**src/rtl/imem_responder.sv**
```systemverilog
// Instruction-memory responder for the LEGv8 fetch stage: one outstanding fetch,
// WAIT wait states, registered instruction return, and a side load port.
module imem_responder #(
  parameter int N     = 64,
  parameter int DEPTH = 64,
  parameter int WAIT  = 2
) (
  input  logic                     clk,
  input  logic                     reset,
  input  logic                     req_valid,
  input  logic [N-1:0]             imem_addr_F,
  input  logic                     flush,
  input  logic                     load_en,
  input  logic [$clog2(DEPTH)-1:0] load_addr,
  input  logic [31:0]              load_data,
  output logic                     stall_F,
  output logic                     instr_valid,
  output logic [31:0]              instr_D,
  output logic                     fault
);

  localparam int IW = $clog2(DEPTH);

  typedef enum logic [1:0] {S_IDLE, S_WAIT, S_RESP} state_t;

  state_t      state, state_n;
  logic [3:0]  cnt, cnt_n;
  logic [N-1:0] addr_q, addr_n;
  logic [31:0] mem [DEPTH];
  logic        capture;
  logic        rd_fault;
  logic [31:0] rd_word;

  always_comb begin
    state_n = state;
    cnt_n   = cnt;
    addr_n  = addr_q;
    unique case (state)
      S_IDLE: begin
        if (req_valid && !flush) begin
          addr_n = imem_addr_F;
          if (WAIT == 0) begin
            state_n = S_RESP;
          end else begin
            state_n = S_WAIT;
            cnt_n   = 4'(WAIT);
          end
        end
      end
      S_WAIT: begin
        if (flush)              state_n = S_IDLE;
        else if (cnt == 4'd1)   state_n = S_RESP;
        else                    cnt_n   = cnt - 4'd1;
      end
      S_RESP:  state_n = S_IDLE;
      default: state_n = S_IDLE;
    endcase
  end

  // addr_n already holds the live address when WAIT=0 jumps IDLE->RESP,
  // so one read path serves both the latched and the direct case.
  assign capture  = (state_n == S_RESP) && (state != S_RESP);
  assign rd_fault = (addr_n[1:0] != 2'b00) || ((addr_n >> (IW + 2)) != '0);
  assign rd_word  = mem[addr_n[IW+1:2]];

  always_ff @(posedge clk) begin
    if (reset) begin
      state   <= S_IDLE;
      cnt     <= '0;
      addr_q  <= '0;
      instr_D <= '0;
      fault   <= 1'b0;
    end else begin
      state  <= state_n;
      cnt    <= cnt_n;
      addr_q <= addr_n;
      if (capture) begin
        instr_D <= rd_fault ? '0 : rd_word;
        fault   <= rd_fault;
      end
    end
  end

  // Not reset: contents survive reset and loads are honoured in every state.
  always_ff @(posedge clk) begin
    if (load_en) mem[load_addr] <= load_data;
  end

  assign stall_F     = ((state == S_IDLE) && req_valid && !flush) || (state == S_WAIT);
  assign instr_valid = (state == S_RESP) && !flush;

endmodule

```
**config.mk**
```make
export PLATFORM = sky130hd
export DESIGN_NAME = imem_responder
export DESIGN_NICKNAME = d
export VERILOG_FILES = /design/src/rtl/imem_responder.sv
export SDC_FILE = /design/constraint.sdc
export NUM_CORES = 2
export LEC_CHECK = 0
export ABC_AREA = 1
export BUFFER_PORTS_ARGS = -buffer_cell sky130_fd_sc_hd__buf_4
export CAP_MARGIN = 20
export CORE_MARGIN = 4
export CORE_UTILIZATION = 50
export CTS_BUF_LIST = sky130_fd_sc_hd__clkbuf_8
export DETAILED_ROUTE_END_ITERATION = 12
export PLACE_DENSITY_LB_ADDON = 0.05
export RECOVER_POWER = 50
export SYNTH_ARGS = -nofsm -noshare
export SYNTH_HDL_FRONTEND = slang
export SYNTH_SLANG_ARGS = --single-unit
```
**constraint.sdc**
```tcl
create_clock -name clk -period 5.25 [get_ports clk]
set_input_delay 0.525 -clock clk [delete_from_list [all_inputs] [get_ports clk]]
set_output_delay 0.525 -clock clk [all_outputs]
set_load 0.005 [all_outputs]
```
==> flow_metrics.env <==
export IMPL_synthCells=7227
export IMPL_synth_flop_cell="edfxtp_1"
export IMPL_synth_edff_count=2048
export IMPL_netlist_top_cells_area="edfxtp_1 (71%), nand3_1 (13%), nand2_1 (8.6%)"
export IMPL_setup_viol=0
export IMPL_min_path_type="input port to register"
export IMPL_rows=151
export IMPL_wl_per_cell_um=26.6
export IMPL_syn_area_per_cell_sq_um=11.9
export IMPL_dr_total_vias=59900
export IMPL_leakage_nw=34.9
export IMPL_ys_types=30
export IMPL_crit_required_ps=6190
export IMPL_critPathCaptureType="register"
export IMPL_die_w_um=423
export IMPL_fin_cells=10200
export IMPL_die_h_um=423
export IMPL_ys_warnings_count=0
export IMPL_htreeDepth=5
export IMPL_drive_gt1_share_pct=10.6
export IMPL_finalSetupTns_ps=0
export IMPL_slew_viol_final=2213
export IMPL_cts_tree="done"
export IMPL_fin_total_pwr_mw=36.7
export IMPL_cts_sinks=2151
export IMPL_ant_nets=0
export IMPL_area_growth_pct=14.4
export IMPL_synth_seq_cells=2151
export IMPL_cts_setup_buffers=0
export IMPL_crit_path_max_fanout=43
export IMPL_clk_latency_ps=1050
export IMPL_worst_ep_arrival_time_ps=5010
export IMPL_crit_type="register to register"
export IMPL_violations="capacitance limit, slew limit"
export IMPL_min_period_ps=4060
export IMPL_synth_xor_xnor_area_share_pct=0
export IMPL_slew_headroom_pct=-140
export IMPL_port_buffers=141
export IMPL_grt_usage_pct=29.7
export IMPL_max_freq_ghz=0.246
export IMPL_power_density_nw_per_um2=373
export IMPL_initialDrtViolationCount=7278
export IMPL_synth_seq_area_share_pct=73.9
export IMPL_rsz0062_at_grt="false"
export IMPL_grt_antenna_before_repair=15
export IMPL_synth_top_family_by_area="simple AND/OR/NAND/NOR gates"
export IMPL_synthAdderAreaFrac_pct=0.0291
export IMPL_muxShareOfSynthArea_pct=0.0116
export IMPL_dpl_hpwl_um=138000
export IMPL_fin_skew_ps=47.5
export IMPL_startpoint_type="register"
export IMPL_coreArea_sq_um=170000
export IMPL_synth_compound_area_share_pct=0.608
export IMPL_grt_pass1_vias=57100
export IMPL_reg2reg_depth=12
export IMPL_fin_crit_sh_pct=77.4
export IMPL_grt_max_degree=134
export IMPL_cts_root_buf="clkbuf_8"
export IMPL_cap_violations=36
export IMPL_async_flop_share_pct=0
export IMPL_vdd_ir_drop_worst_uv=276
export IMPL_drt_pass1_iterations=6
export IMPL_placed_cells=9377
export IMPL_hold_viol=0
export IMPL_numCtsBuffers=371
export IMPL_synthSimpleGateAreaFrac_pct=22.6
export IMPL_worst_pin_slew_ps=3600
export IMPL_final_util_pct=57.8
export IMPL_drt_vias_per_instance=5.90
export IMPL_grt_first_pass_wirelength_um=393000
export IMPL_clk_pin_slew_ps=60
export IMPL_whs_path_depth=4
export IMPL_drt_total_wl_um=271000
export IMPL_io_pins=142
export IMPL_gp_congestion=0.820
export IMPL_yosysTopAreaCell="edfxtp_1"
export IMPL_status="finished, violations left"
export IMPL_start_util_pct=50.5
export IMPL_grt_overflow=0
export IMPL_syn_num_nets=7336
export IMPL_syn_area_sq_um=86000
export IMPL_die_area_sq_um=179000
export IMPL_synth_top_area_share_pct=71.5
export IMPL_max_clock_path_buffers=4
export IMPL_drc=0
export IMPL_layout_nets=7685
## final timing paths
check                 start          end  slack, ps
max                state[0]   instr_D[4]       1190
min          imem_addr_F[6]    addr_q[6]        130
max reg2reg        state[0]   instr_D[4]       1190
min reg2reg     instr_D[13]  instr_D[13]        470
## cell usage in the layout, fill, tap and decap left out, types with 49 or more instances in the layout
| master | n |
|---|---|
| nand3_1 | 2252 |
| clkinv_1 | 65 |
| nand2_1 | 1975 |
| dfxtp_1 | 103 |
| nor2_4 | 52 |
| dlygate4sd3_1 | 120 |
| inv_1 | 212 |
| a21oi_1 | 49 |
| clkbuf_8 | 407 |
| edfxtp_1 | 2048 |
| buf_4 | 255 |
| nor2_1 | 80 |
| buf_12 | 59 |
## what timing repair did
item / 4_1_cts / 5_1_grt
endpoints found under the hold margin: 424 / 0
gates resized for setup: 0 / 0
hold buffers: 120 / 0
## synth_stat cells, drive strengths merged, types with 3 or more instances
master  instances
nand4          10
edfxtp       2048
buf           294
o21ai          50
nand3        2254
clkbuf        204
nand2        1981
inv            75
nor4            8
nor3            6
a21oi          49
nor2          134
dfxtp         103
or2             3
## where the power goes
| group | switching, mW | internal (mW) | total (mW) |
|---|---|---|---|
| registers | 0.0341 | 19.0 | 19.0 |
| clock network | 6.65 | 7.25 | 13.9 |
| logic | 2.70 | 1.06 | 3.76 |
## stage by stage
step | setup slack (ps) | hold WS, ps | area (sq um)
5_1_grt | 921 | 76.5 | 98400
2_1_floorplan | 595 | 451 | 86000
4_1_cts | 1290 | 1.83 | 98500
3_5_place_dp | 969 | 461 | 90700
6_report | 1190 | 127 | 98400
3_3_place_gp | 964 | 457 | 90700
## state kept, by name, indices dropped and copies added (netlist names)
name,flops
addr_q,64
cnt,4
fault,1
instr_D,32
mem,2048
state,2
## routing by layer
metal	share of wire [%]	global-route usage [%]	vias to the layer above
met2	47	47.7	2840
met4	3.0	9.75	2
li1	-	-	26600
met3	8.8	5.20	516
met5	0.0048	0	-
met1	41	41.6	29900
## critical path, stage by stage, from the launching register on
cell,delay [ps]
dfxtp_1,330
nor2_2,310
nand2_4,340
inv_2,370
or2_2,200
o21ai_4,70
clkinv_2,50
buf_4,410
buf_4,760
nand3_1,270
nand3_1,470
nand3_1,160
a21oi_1,140
## cell families after synthesis
group / after synthesis
simple gates: 4397
flops: 2151
buf+inv: 574
compound gates: 102
fa+ha+maj: 2
mux: 1
## layout make-up
cell class | count | area, sq um
diodes | 11 | 27.5
clock buffers | 407 | 5600
clock inverters | 237 | 1050
fillers | 14100 | 71800
inverters | 76 | 299
multi-input cells | 4502 | 20500
flip-flops and latches | 2151 | 63600
well taps | 2295 | 2870
repair buffers | 474 | 4450
(Power assumes the default switching activity.)
